File: src/rtl/video_hdmiport.sv
// Output stage from the MDA/CGA pixel pipeline to an external HDMI encoder.
// It registers the pixel stream, maps it to RGBI pins, divides the clock and applies a programmable DE delay.
module video_hdmiport #(
    parameter int CLK_DIV  = 2,
    parameter int DE_DELAY = 1,
    parameter bit HS_POL   = 1'b0,
    parameter bit VS_POL   = 1'b0
) (
    input  logic       i_clk,
    input  logic       i_reset,
    input  logic       i_cga_mode,
    input  logic       i_video,
    input  logic       i_intensity,
    input  logic [3:0] i_rgbi,
    input  logic       i_hsync,
    input  logic       i_vsync,
    input  logic       i_display_enable,
    input  logic       i_switch2,
    input  logic       i_switch3,
    output logic       o_hdmi_red,
    output logic       o_hdmi_grn,
    output logic       o_hdmi_blu,
    output logic       o_hdmi_int,
    output logic       o_hdmi_grn_int,
    output logic       o_hdmi_hs,
    output logic       o_hdmi_vs,
    output logic       o_hdmi_de,
    output logic       o_hdmi_clk
);

    localparam int            CW   = $clog2(CLK_DIV);
    localparam int            DW   = DE_DELAY + 1;
    localparam logic [CW-1:0] LAST = CW'(CLK_DIV - 1);
    localparam logic [CW-1:0] HALF = CW'(CLK_DIV / 2 - 1);

    logic [CW-1:0] r_div_cnt;
    logic          r_video;
    logic          r_intensity;
    logic [3:0]    r_rgbi;
    logic          r_hs;
    logic          r_vs;
    logic          r_vs_prev;
    logic [DW-1:0] r_de_pipe;
    logic [1:0]    r_sw_meta;
    logic [1:0]    r_sw_sync;
    logic [1:0]    r_sel;
    logic          w_strobe;
    logic          w_vs_rise;
    logic [4:0]    w_colour;

    assign w_strobe  = (r_div_cnt == LAST);
    assign w_vs_rise = r_vs & ~r_vs_prev;

    always_ff @(posedge i_clk) begin
        if (i_reset) begin
            r_div_cnt  <= '0;
            o_hdmi_clk <= 1'b0;
        end else if (w_strobe) begin
            r_div_cnt  <= '0;
            o_hdmi_clk <= 1'b0;
        end else begin
            r_div_cnt <= r_div_cnt + CW'(1);
            if (r_div_cnt == HALF) begin
                o_hdmi_clk <= 1'b1;
            end
        end
    end

    always_ff @(posedge i_clk) begin
        if (i_reset) begin
            r_video     <= 1'b0;
            r_intensity <= 1'b0;
            r_rgbi      <= 4'b0000;
            r_hs        <= 1'b0;
            r_vs        <= 1'b0;
            r_vs_prev   <= 1'b0;
            r_de_pipe   <= '0;
            r_sw_meta   <= 2'b00;
            r_sw_sync   <= 2'b00;
            r_sel       <= 2'b00;
        end else begin
            r_video     <= i_video;
            r_intensity <= i_intensity;
            r_rgbi      <= i_rgbi;
            r_hs        <= i_hsync;
            r_vs        <= i_vsync;
            r_vs_prev   <= r_vs;
            r_de_pipe   <= DW'({r_de_pipe, i_display_enable});
            r_sw_meta   <= {i_switch2, i_switch3};
            r_sw_sync   <= r_sw_meta;
            // Colour choice only changes at a frame start so a frame is never drawn in two colours
            if (w_vs_rise) begin
                r_sel <= r_sw_sync;
            end
        end
    end

    always_comb begin
        w_colour = 5'b00000;
        if (i_cga_mode) begin
            if (r_rgbi == 4'b0110) begin
                w_colour = 5'b10001;
            end else begin
                w_colour = {r_rgbi, r_rgbi[0]};
            end
        end else begin
            case (r_sel)
                2'b00:   w_colour[4:2] = {1'b0, r_video, 1'b0};
                2'b01:   w_colour[4:2] = {r_video, r_video, 1'b0};
                2'b10:   w_colour[4:2] = {r_video, r_video, r_video};
                default: w_colour[4:2] = {r_video, 2'b00};
            endcase
            w_colour[1:0] = {2{r_intensity & r_video}};
        end
        if (!r_de_pipe[DE_DELAY]) begin
            w_colour = 5'b00000;
        end
    end

    always_ff @(posedge i_clk) begin
        if (i_reset) begin
            {o_hdmi_red, o_hdmi_grn, o_hdmi_blu, o_hdmi_int, o_hdmi_grn_int} <= 5'b00000;
            o_hdmi_hs <= HS_POL;
            o_hdmi_vs <= VS_POL;
            o_hdmi_de <= 1'b0;
        end else if (w_strobe) begin
            {o_hdmi_red, o_hdmi_grn, o_hdmi_blu, o_hdmi_int, o_hdmi_grn_int} <= w_colour;
            o_hdmi_hs <= r_hs ^ HS_POL;
            o_hdmi_vs <= r_vs ^ VS_POL;
            o_hdmi_de <= r_de_pipe[DE_DELAY];
        end
    end

endmodule

File: config.mk
export PLATFORM = sky130hd
export DESIGN_NAME = video_hdmiport
export DESIGN_NICKNAME = d
export VERILOG_FILES = /design/src/rtl/video_hdmiport.sv
export SDC_FILE = /design/constraint.sdc
export NUM_CORES = 1
export LEC_CHECK = 0
export CORE_MARGIN = 2
export CORE_UTILIZATION = 46
export DETAILED_ROUTE_END_ITERATION = 12
export GPL_TIMING_DRIVEN = 0
export HOLD_SLACK_MARGIN = 0.05
export MAX_ROUTING_LAYER = met4
export PLACE_DENSITY = 0.76
export REMOVE_ABC_BUFFERS = 1
export SYNTH_ARGS = -nofsm -noshare
export SYNTH_HDL_FRONTEND = slang
export SYNTH_SLANG_ARGS = --single-unit
File: constraint.sdc
create_clock -name i_clk -period 1.4 [get_ports i_clk]
set_input_delay 0.35 -clock i_clk [delete_from_list [all_inputs] [get_ports i_clk]]
set_output_delay 0.35 -clock i_clk [all_outputs]
set_load 0.02 [all_outputs]
======== Word-level counts from Yosys, hierarchy flattened ========
Cells that the tools add are included.
word-level totals
  input bits .............................. 14
  register bits after elaboration ......... 27
  output and inout bits ................... 9
  logic and storage cells ................. 34
operators by class
  eq/ne operators ......................... 3
  bitwise operators ....................... 3
  mux-type cells .......................... 5
  $add $sub $neg .......................... 1
  reduce and logical (&&, ||, !) cells .... 2
operators by type and width
  cell                                                                    count
  5-bit two-way mux                                                       3
  3-bit case mux with 3 select lines                                      1
  4-bit by 3-bit equality test with 1-bit output (second input constant)  1
  1-bit AND                                                               2
  2-bit by 1-bit equality test with 1-bit output (second input constant)  1
  2-bit equality test (second input constant)                             1
  2-bit logical NOT                                                       1
  2-bit OR reduction                                                      1
  1-bit adder (second input constant)                                     1
  1-bit two-way mux                                                       1
  1-bit NOT                                                               1

======== Depth between registers and ports, before layout ========
Gate-level depths: netlist (run 1).
  word-level depth ........................ 4
  depth in mapped cells ................... 4

======== Worst setup path before layout (run 1) ========
No wires, ideal clock.
  path type ............................... reg-to-reg
  start point ............................. register r_div_cnt
  end point ............................... register o_hdmi_grn
  setup slack ............................. 0.422 ns
  required time ........................... 1.278 ns
  period minus slack after synthesis ...... 0.978 ns
  buffers on the path ..................... 1
  arrival ................................. 0.856 ns
  cell stages (with the launch flop) ...... 5
  setup time .............................. 0.122 ns
  path through ............................ dfxtp_1 -> buf_4 -> nand3b_4 -> nor3b_2 -> a221o_1
RTL lines
  what                    RTL line  text
  start, declared         36        logic [CW-1:0] r_div_cnt;
  start signal, assigned  62        r_div_cnt <= r_div_cnt + CW'(1);
  end signal, assigned    127       {o_hdmi_red, o_hdmi_grn, o_hdmi_blu, o_hdmi_int, o_hdmi_grn_int} <= w_colour;
  end, declared           21        output logic o_hdmi_grn,

======== Final worst setup path (run 1) ========
  start point ............................. register o_hdmi_vs
  end point ............................... output o_hdmi_vs
RTL lines
  what                    RTL line  text
  start, declared         26        output logic o_hdmi_vs,
  start signal, assigned  129       o_hdmi_vs <= r_vs ^ VS_POL;
No word-level cell between the ends.

==> results of run 1 <==
-- final cells by class --
class                           count  area (µm²)
Clock buffer                        4        26.3
Inverter                            2        7.51
Sequential cell                    27         541
Multi-Input combinational cell     51         354
Tap cell                           27        33.8
Timing Repair Buffer               22         216
Fill cell                         176         743
-- path summary, 6_finish.rpt --
kind / endpoint / startpoint
hold / removal: r_de_pipe[1] / r_de_pipe[0]
hold reg to reg: r_de_pipe[1] / r_de_pipe[0]
setup reg to reg: o_hdmi_blu / r_div_cnt
setup / recovery: o_hdmi_vs / o_hdmi_vs
-- kinds of logic after synthesis --
| logic type | Yosys count | share of synthesized area [%] |
|---|---|---|
| AO/OA/AOI/OAI | 10 | 8.32 |
| AND/OR/NAND/NOR | 37 | 25.9 |
| buffers and inverters | 5 | 2.46 |
| flip-flops | 27 | 58.9 |
| multiplexers | 4 | 4.37 |
-- state kept, by name, summed over array words and instances, names as in the netlist --
register,flops
o_hdmi_blu,1
r_vs,1
o_hdmi_clk,1
r_rgbi,4
r_vs_prev,1
r_sw_sync,2
r_sel,2
o_hdmi_vs,1
o_hdmi_grn,1
o_hdmi_int,1
r_div_cnt,1
r_hs,1
r_intensity,1
o_hdmi_de,1
r_sw_meta,2
o_hdmi_grn_int,1
o_hdmi_hs,1
r_video,1
r_de_pipe,2
o_hdmi_red,1
-- layer usage --
metal | GRT usage, % | up-vias | part of all wire [%]
li1 | - | 324 | -
met1 | 14.6 | 287 | 45
met2 | 22.1 | 16 | 49
met3 | 3.70 | 5 | 3.8
met4 | 8.57 | 0 | 2.8
met5 | - | - | 0
-- placed cells by master, fill, tap and decap left out --
cell type,n
a21oi_1,3
a221o_1,3
a22o_1,2
a31o_2,1
clkbuf_1,1
clkbuf_4,3
clkdlybuf4s15_1,5
clkdlybuf4s15_2,1
clkdlybuf4s50_1,12
dfxtp_1,27
dlygate4sd2_1,4
inv_1,2
mux2i_1,4
nand2_1,2
nand2b_1,3
nand3b_1,1
nand3b_4,1
nor2_1,7
nor2b_1,18
nor3b_1,2
nor3b_2,1
nor4b_1,2
o21ai_0,1
-- power by group through the flow --
| stage | sequential (mW) | clock, mW | combinational [mW] |
|---|---|---|---|
| 2_1_floorplan | 0.839 | 0 | 0.0424 |
| 3_3_place_gp | 0.836 | 0 | 0.109 |
| 3_5_place_dp | 0.837 | 0 | 0.112 |
| 4_1_cts | 0.820 | 0.332 | 0.107 |
| 5_1_grt | 0.824 | 0.362 | 0.117 |
| 6_report | 0.819 | 0.319 | 0.106 |
-- metrics by stage --
step	setup slack [ns]	setup TNS (ns)	hold WS, ns	cell area, µm²
4_1_cts	0.0217	0	0.451	1170
3_5_place_dp	-0.743	-7.42	0.428	1160
6_report	0.0486	0	0.442	1180
3_3_place_gp	-0.717	-6.73	0.420	1160
5_1_grt	0.00337	0	0.480	1180
2_1_floorplan	0.346	0	0.414	902
-- what timing repair did --
item                       4_1_cts  5_1_grt
resized for setup               12        5
setup buffers                    0        0
setup endpoints to repair       14        5
==> results by group, run 1 <==
Floorplanning
  • Die height: 48.7 µm
  • Die area: 2370 µm²
  • IO Pins: 23
  • Rows: 16
  • Die Wd: 48.7 µm
  • CORE AREA: 1920 µm²
  • Initial Util: 47.7%

Timing
  • Slew @ Worst Pin: 0.440 ns
  • RSZ-0062 raised after global routing: no
  • Hold Vio Cnt, Final: 0
  • Slew margin rel.: 70.7%
  • F_max: 740 MHz
  • Period minus WS final: 1.35 ns
  • Clock Skews: 0.00738 ns
  • Final Cycle Share: 96.5%
  • Final setup violating endpoints: 0
  • Max-slew violations: 0

Synth
  • Ys Warns: 0
  • Syn Std Cell Area: 917 µm²
  • Commonest cells post-synth: 27 x dfxtp_1, 18 x nor2b_1, 7 x nor2_1
  • Average cell area after synthesis: 11.0 µm²
  • Ranking of synthesized cells by area: dfxtp_1 59%, nor2b_1 12%, mux2i_1 4.4%, a221o_1 3.3%, nor2_1 2.9%
  • Register area share after synthesis: 58.9%
  • Synth top area share: 58.9%
  • Dominant synthesized flop cell: dfxtp_1
  • Synth async-reset ratio: 0%
  • Leading area contributor after synthesis: dfxtp_1
  • Post-synth EDFFs: 0
  • Mapped Cells: 83
  • Most numerous cell in the Yosys netlist: dfxtp_1
  • FF+latch count, synth: 27
  • Synth cell types: 19

Setup path
  • Crit. End Element: output pin
  • WP depth: 1
  • Critical-path cell list: dlygate4sd2_1
  • Critical path data required time: 1.05 ns
  • Setup Crit Path Kind: flop to output pin
  • Buf+Inv Stages, Crit Path: 1
  • Max incr delay on CP: 0.35 ns
  • Crit-path max FO: 2
  • Worst reg2reg path depth: 3
  • CP max-delay cell: dfxtp_1
  • CP startpoint kind: flop
  • R2r setup slk: 0.19 ns
  • WP data arrival: 1.00 ns
  • Critical path's top delay family: flip-flops

Status
  • Status: complete, no violations

GRT
  • Antenna violations before repair: 0
  • Vias in the first global route: 592
  • Pin count of the biggest net entering global routing: 25
  • GRT overflow: 0
  • First-pass GRT wire length: 2.37 mm
  • Total track usage: 13.6%

Hold path
  • Worst Hold Depth: 1
  • Worst hold path type: flop to flop

Power
  • Internal: 0.977 mW
  • Clock power share: 25.7%
  • Leakage: 0.478 nW
  • Sequential power share: 65.8%
  • Worst vdd ir: 0.785 mV
  • Switching share of power: 21.5%
  • Tot Pwr: 1.24 mW
  • Comb power frac: 8.5%
  • Net Switching: 0.268 mW
  • Power Dens Cells: 1060 nW/µm²

CTS
  • CTS root buffer: clkbuf_4
  • Total CTS buffers: 3
  • Hold-fix buffers, CTS: 0
  • Reg clk slew, reported paths: 0.13 ns
  • CTS tree: built
  • Max Root-Sink Buffers: 2
  • Clock Latency Late Sink: 0.32 ns
  • Clock Sinks: 27
  • H-Tree Depth: 1

Final layout
  • Final Util: 61.3%
  • Nets: 121
  • Layout cell share with drive strength beyond 1: 6.60%
  • P&R area growth vs syn: 28.5%
  • Finished Layout Cells: 133
  • ANT cells: 0

Placed design
  • DPL Wire Length: 1.01 mm
  • Port bufs: 22
  • Routability cong.: 0.734
  • Placed Cells: 129

Route
  • Via density: 4.75
  • Drt first pass iters: 4
  • Iter 0 DRT Violations: 8
  • Drt total wl: 1.34 mm
  • DRC viols: 0
  • DR WL/cell: 10.1 µm
  • Remaining antenna violation count: 0
  • Vias: 632

Job
  • Max-cap violations: 0
No activity file was read; power rests on OpenSTA's default activity.
==> run 2, diff against run 1 <==
--- a/config.mk
+++ b/config.mk
@@ -5,6 +5,7 @@
 export SDC_FILE = /design/constraint.sdc
 export NUM_CORES = 1
 export LEC_CHECK = 0
+export ABC_AREA = 0
 export CORE_MARGIN = 2
 export CORE_UTILIZATION = 46
 export DETAILED_ROUTE_END_ITERATION = 12
==> results of run 2 <==
No change in the layout: final DEF, timing and power equal those of run 1.
